**config.mk**
```make
export PLATFORM = sky130hd
export DESIGN_NAME = run_splitter_2_flat
export DESIGN_NICKNAME = d
export VERILOG_FILES = /design/src/rtl/run_splitter_2_pkg.sv /design/src/rtl/run_splitter_2_if.sv /design/src/rtl/run_splitter_2.sv /design/src/flat_wrapper.sv
export SDC_FILE = /design/constraint.sdc
export NUM_CORES = 1
export LEC_CHECK = 0
export CORE_UTILIZATION = 36
export CTS_CLUSTER_DIAMETER = 120
export DETAILED_ROUTE_END_ITERATION = 16
export PLACE_DENSITY_LB_ADDON = 0.1
export SETUP_SLACK_MARGIN = 0.4
export SLEW_MARGIN = 20
export SYNTH_ARGS = -nofsm -noshare
export SYNTH_HDL_FRONTEND = slang
export SYNTH_SLANG_ARGS = --single-unit
```
**constraint.sdc**
```tcl
create_clock -name i_clk -period 4.05 [get_ports i_clk]
set_input_delay 0.6075 -clock i_clk [delete_from_list [all_inputs] [get_ports i_clk]]
set_output_delay 0.6075 -clock i_clk [all_outputs]
set_load 0.01 [all_outputs]
```
**src/rtl/run_splitter_2_pkg.sv**
```systemverilog
// run_splitter_2_pkg: shared types and constants for the run splitter.
//   W_DEF     default element width
//   tup_w()   tuple width (two elements) for a given element width
//   state_t   splitter FSM encoding (ST_DATA=0, ST_TERM=1)
package run_splitter_2_pkg;

  localparam int W_DEF = 32;

  typedef enum logic {
    ST_DATA = 1'b0,
    ST_TERM = 1'b1
  } state_t;

  function automatic int tup_w(input int w);
    return 2 * w;
  endfunction

  // Run terminal for the default width; any width uses all zeros.
  localparam logic [2*W_DEF-1:0] TERMINAL = '0;

endpackage

```
**src/rtl/run_splitter_2_if.sv**
```systemverilog
// run_splitter_2_if: source-FIFO and merger-FIFO signals of the splitter.
//   i_item/i_empty/o_read          first-word-fall-through source FIFO
//   o_fifo_1/_write/i_fifo_1_full  merger input FIFO 1
//   o_fifo_2/_write/i_fifo_2_full  merger input FIFO 2
// master: the splitter side; slave: the FIFO side.
interface run_splitter_2_if
  import run_splitter_2_pkg::*;
#(
  parameter int W = W_DEF
);
  logic [tup_w(W)-1:0] i_item;
  logic                i_empty;
  logic                o_read;
  logic [tup_w(W)-1:0] o_fifo_1;
  logic                o_fifo_1_write;
  logic                i_fifo_1_full;
  logic [tup_w(W)-1:0] o_fifo_2;
  logic                o_fifo_2_write;
  logic                i_fifo_2_full;

  modport master (
    input  i_item, i_empty, i_fifo_1_full, i_fifo_2_full,
    output o_read, o_fifo_1, o_fifo_1_write, o_fifo_2, o_fifo_2_write
  );

  modport slave (
    output i_item, i_empty, i_fifo_1_full, i_fifo_2_full,
    input  o_read, o_fifo_1, o_fifo_1_write, o_fifo_2, o_fifo_2_write
  );
endinterface

```
**src/rtl/run_splitter_2.sv**
```systemverilog
// run_splitter_2: drains 2-wide tuples from a FWFT source FIFO and deals
// runs of RUN_LEN tuples alternately to two merger input FIFOs, closing
// each run with one all-zero terminal tuple.
//   i_clk        clock, rising edge
//   i_rst_n      synchronous active-low reset
//   bus          run_splitter_2_if.master (source + two merger FIFOs)
//   o_run_count  completed runs, wraps modulo 2^CNT_W
// Data and strobes are combinational from the source head; only the
// control state is registered.
module run_splitter_2
  import run_splitter_2_pkg::*;
#(
  parameter int W       = W_DEF,
  parameter int RUN_LEN = 8,
  parameter int CNT_W   = 16
) (
  input  logic              i_clk,
  input  logic              i_rst_n,
  run_splitter_2_if.master  bus,
  output logic [CNT_W-1:0]  o_run_count
);

  localparam int              TW   = tup_w(W);
  localparam logic [CNT_W-1:0] LAST = CNT_W'(RUN_LEN - 1);

  state_t           state, state_nxt;
  logic             sel, sel_nxt;
  logic [CNT_W-1:0] tup_cnt, tup_cnt_nxt;
  logic [CNT_W-1:0] run_cnt, run_cnt_nxt;

  logic                tgt_full;
  logic                rd;
  logic [1:0]          wr;
  logic [1:0][TW-1:0]  wdata;

  // Only the FIFO currently being filled can stall the block.
  assign tgt_full = sel ? bus.i_fifo_2_full : bus.i_fifo_1_full;

  always_ff @(posedge i_clk) begin
    if (!i_rst_n) begin
      state   <= ST_DATA;
      sel     <= 1'b0;
      tup_cnt <= '0;
      run_cnt <= '0;
    end else begin
      state   <= state_nxt;
      sel     <= sel_nxt;
      tup_cnt <= tup_cnt_nxt;
      run_cnt <= run_cnt_nxt;
    end
  end

  always_comb begin
    state_nxt   = state;
    sel_nxt     = sel;
    tup_cnt_nxt = tup_cnt;
    run_cnt_nxt = run_cnt;
    rd          = 1'b0;
    wr          = '0;
    wdata       = '0;
    case (state)
      ST_DATA: begin
        // The head tuple is presented even while stalled; the strobe
        // is what qualifies it.
        wdata[sel] = bus.i_item;
        if (!bus.i_empty && !tgt_full) begin
          rd      = 1'b1;
          wr[sel] = 1'b1;
          if (tup_cnt == LAST) begin
            tup_cnt_nxt = '0;
            state_nxt   = ST_TERM;
          end else begin
            tup_cnt_nxt = tup_cnt + CNT_W'(1);
          end
        end
      end
      ST_TERM: begin
        // wdata stays zero: that is the terminal tuple.
        if (!tgt_full) begin
          wr[sel]     = 1'b1;
          sel_nxt     = ~sel;
          run_cnt_nxt = run_cnt + CNT_W'(1);
          state_nxt   = ST_DATA;
        end
      end
      default: state_nxt = ST_DATA;
    endcase
    // Outputs are forced quiet during reset, before the state is known.
    if (!i_rst_n) begin
      rd    = 1'b0;
      wr    = '0;
      wdata = '0;
    end
  end

  assign bus.o_read         = rd;
  assign bus.o_fifo_1       = wdata[0];
  assign bus.o_fifo_1_write = wr[0];
  assign bus.o_fifo_2       = wdata[1];
  assign bus.o_fifo_2_write = wr[1];
  assign o_run_count        = i_rst_n ? run_cnt : '0;

endmodule

```
**src/flat_wrapper.sv**
```systemverilog
// flat-port wrapper written by rule: the top's interface ports become plain ports
module run_splitter_2_flat import run_splitter_2_pkg::*;
#(
  parameter int W       = W_DEF,
  parameter int RUN_LEN = 8,
  parameter int CNT_W   = 16
)
  (i_clk, i_rst_n, o_run_count, bus_i_item, bus_i_empty, bus_i_fifo_1_full, bus_i_fifo_2_full, bus_o_read, bus_o_fifo_1, bus_o_fifo_1_write, bus_o_fifo_2, bus_o_fifo_2_write);
  run_splitter_2_if #(.W(W)) bus_i ();
  input  logic i_clk;
  input  logic i_rst_n;
  output logic [CNT_W-1:0] o_run_count;
  input wire logic [$bits(bus_i.i_item)-1:0] bus_i_item;
  input wire logic [$bits(bus_i.i_empty)-1:0] bus_i_empty;
  input wire logic [$bits(bus_i.i_fifo_1_full)-1:0] bus_i_fifo_1_full;
  input wire logic [$bits(bus_i.i_fifo_2_full)-1:0] bus_i_fifo_2_full;
  output wire logic [$bits(bus_i.o_read)-1:0] bus_o_read;
  output wire logic [$bits(bus_i.o_fifo_1)-1:0] bus_o_fifo_1;
  output wire logic [$bits(bus_i.o_fifo_1_write)-1:0] bus_o_fifo_1_write;
  output wire logic [$bits(bus_i.o_fifo_2)-1:0] bus_o_fifo_2;
  output wire logic [$bits(bus_i.o_fifo_2_write)-1:0] bus_o_fifo_2_write;
  assign bus_i.i_item = bus_i_item;
  assign bus_i.i_empty = bus_i_empty;
  assign bus_i.i_fifo_1_full = bus_i_fifo_1_full;
  assign bus_i.i_fifo_2_full = bus_i_fifo_2_full;
  assign bus_o_read = bus_i.o_read;
  assign bus_o_fifo_1 = bus_i.o_fifo_1;
  assign bus_o_fifo_1_write = bus_i.o_fifo_1_write;
  assign bus_o_fifo_2 = bus_i.o_fifo_2;
  assign bus_o_fifo_2_write = bus_i.o_fifo_2_write;
  run_splitter_2 #(.W(W), .RUN_LEN(RUN_LEN), .CNT_W(CNT_W)) u_core (.i_clk(i_clk), .i_rst_n(i_rst_n), .bus(bus_i), .o_run_count(o_run_count));
endmodule
```
==> flow_summary.yaml <==
power_and_ir_drop:
  switchingPower_uw: 224
  combPwrFrac_pct: 27.9
  internal-power_uw: 607
  pwr-share-seq_pct: 40.4
  total_power_uw: 831
  powerDensity_nw_per_um2: 165
  pwr-share-clk_pct: 31.6
  swShare_pct: 27.0
  ir_drop_mv: 0.127
  power_leakage_nw: 1.93
yosys:
  synth_top_area_share_pct: 25.3
  synth_top_family_by_area: "simple AND/OR/NAND/NOR gates"
  synthArstFlopShare_pct: 0
  synth_fa_ha_area_share_pct: 0.929
  synth_xor_area_share_pct: 5.53
  ys_ff_latch: 34
  synth_most_common_cell: "nor2_1"
  ys_top_cells_by_count: "nor2_1, nand2b_1, dfxtp_1"
  yosysWarnings: 0
  ys_seq_area_share_pct: 25.3
  ys.flop_type: "dfxtp_1"
  synthDistinctLibCells: 33
  synthMuxAreaShare_pct: 3.07
  synth.avg_cell_area_um2: 6.40
  synth_edf_count: 0
  syn_nets: 492
  syn_area_um2: 2690
  yosysTopAreaCell: "dfxtp_1"
  synth-compound-area-share_pct: 5.06
  ys_top_cells_by_area: "dfxtp_1, nor2_1, nand2b_1"
  yosys.area_share.simple_pct: 56.0
  synthCells: 421
timing:
  setup_viol: 0
  max_slew_margin_pct: 54.3
  min_period_ps: 3140
  skew_ps: 5.86
  worstMarginPinSlew_ps: 676
  rsz0062_at_grt: "no"
  hold_slack_ps: 504
  max_freq_mhz: 319
  slew_violations: 0
  fin_crit_sh_pct: 77.5
  tns_ps: 0
  hold_viol_final: 0
global_routing:
  grt_start_max_net_pins: 79
  grt_pass1_wl_mm: 16.0
  grt_pass1_vias: 3295
  grtUsageTotal_pct: 26.4
  antenna_found_initial: 0
  grt_overflow: 0
floorplan:
  dieHeight_um: 88.5
  die_area_um2: 7830
  rows: 31
  core_area_um2: 7250
  ioPinCount: 216
  initial_core_util_pct: 37.1
  die_w_um: 88.5
cells_and_area:
  areaGrowthSynthToFinish_pct: 86.4
  postLayoutCoreUtil_pct: 69.2
  diodes: 0
  final_net_count: 692
  num-fill-cells: 638
  drive_gt1_share_pct: 3.22
  final_cell_count_no_fill: 721
worst_setup_path:
  cpPeakStageDelay_ps: 540
  critPathLaunch: "i_rst_n"
  r2r_start: "u_core.state$_SDFF_PN0_"
  criticalPathCategory: "input pin to output pin"
  critPathSlowestCell: "clkdlybuf4s50_1"
  required_ps: 3440
  cp-start-kind: "input pin"
  critPathMostFrequentCell: "clkdlybuf4s50_1"
  cp.arrival_ps: 2530
  crit_path_end_kind: "output pin"
  critPathMaxFanout: 53
  cp_cell_sequence: "clkdlybuf4s50_1 > nand2b_2 > buf_4 > nor2_1 > clkdlybuf4s50_1"
place:
  dpl.hpwl_mm: 8.51
  place.gp.congestion: 0.915
  io_buffers: 215
  dp_cells: 713
route:
  drtIter0Drc: 174
  wl_per_cell_um: 15.2
  remaining_drc_errors: 0
  dr.pass1.iters: 4
  wirelength_mm: 10.9
  num_vias: 3511
  post_drt_via_cell_ratio: 4.87
  drtAntennaViolNets: 0
clock_network:
  cts_made_buffers: 5
  cts_root_buf: "clkbuf_8"
  cts.clk_slew.worst_paths_ps: 70
  clkSinkCount: 34
  cts_max_level: 2
  clk-insertion-delay-late_ps: 290
  cts_tree: "yes"
  clock_path_buffers: 2
  cts_resized: 0
  postCtsHoldBufs: 0
  cts_setup_buffers: 0
worst_hold_path:
  hp-start: "u_core.run_cnt[12]$_SDFFE_PN0P_"
  min_path_type: "register to register"
run_status:
  status: "completed"
flow_run:
  cap_violations: 0
==> sequential cells by signal (all words and copies together), names as in the netlist <==
| name | flops |
|---|---|
| u_core.state | 1 |
| u_core.run_cnt | 16 |
| u_core.sel | 1 |
| u_core.tup_cnt | 16 |
==> power by group through the flow <==
| stage | Clock [mW] | Combinational [mW] | Sequential [mW] |
|---|---|---|---|
| floorplan | 0 | 0.0790 | 0.344 |
| global placement | 0 | 0.229 | 0.344 |
| detailed placement | 0 | 0.232 | 0.345 |
| CTS | 0.264 | 0.233 | 0.337 |
| global route | 0.280 | 0.250 | 0.336 |
| finish | 0.263 | 0.232 | 0.336 |
==> kinds of logic (layout without fill, tap and decap cells) <==
family | Yosys count | after routing
XOR/XNOR | 17 | 17
flip-flops | 34 | 34
adder cells (fa/ha/maj) | 2 | 2
multiplexers | 7 | 7
AND/OR/NAND/NOR | 307 | 307
buffers and inverters | 30 | 231
AO/OA/AOI/OAI | 24 | 24
==> cell usage in the layout (no fill, tap or decap), drive strengths merged, types with 4 or more instances in the layout <==
cell,instances
a21oi,12
and2,15
and3,6
and4,4
buf,6
clkbuf,7
clkdlybuf4s50,215
dfxtp,34
mux2,4
nand2,18
nand2b,65
nand3,11
nand4,8
nor2,152
nor3,6
nor4,4
o21ai,6
o31ai,4
or3,8
or4,4
xor2,14
==> area by class of cell <==
| class | instances | area [um^2] | area share (%) |
|---|---|---|---|
| clock inverters | 1 | 5.00 | 0.0997 |
| clock buffers | 7 | 86.3 | 1.72 |
| flip-flops and latches | 34 | 684 | 13.6 |
| repair buffers | 221 | 2210 | 44.0 |
| multi-input cells | 357 | 1910 | 37.9 |
| well taps | 99 | 124 | 2.47 |
| inverters | 2 | 7.51 | 0.149 |
==> routing by layer <==
metal  vias to the layer above  wire length, um  track usage (%)
met3                        13             1010             8.86
li1                       1771                -                -
met5                         -                0                0
met1                      1578             4360             29.8
met4                         0              178             7.92
met2                       149             5400             47.1
==> critical path: cells and delay by family <==
kind / cells / cell delay [ps]
and+or+nand+nor: 2 / 360
buffers and inverters: 3 / 1530
==> final timing paths <==
check | end | slack, ps | cells past startpoint
max | bus_o_fifo_1[28] | 910 | 5
min | u_core.run_cnt[12]$_SDFFE_PN0P_ | 500 | 2
max reg2reg | u_core.run_cnt[13]$_SDFFE_PN0P_ | 1760 | 4
min reg2reg | u_core.run_cnt[12]$_SDFFE_PN0P_ | 500 | 2
==> per-stage QoR <==
step | area (um^2) | setup WS (ps)
floorplan | 2690 | 1920
global placement | 4930 | 916
detailed placement | 4930 | 936
CTS | 5020 | 918
global route | 5020 | 816
finish | 5020 | 912
(Power assumes the default switching activity.)
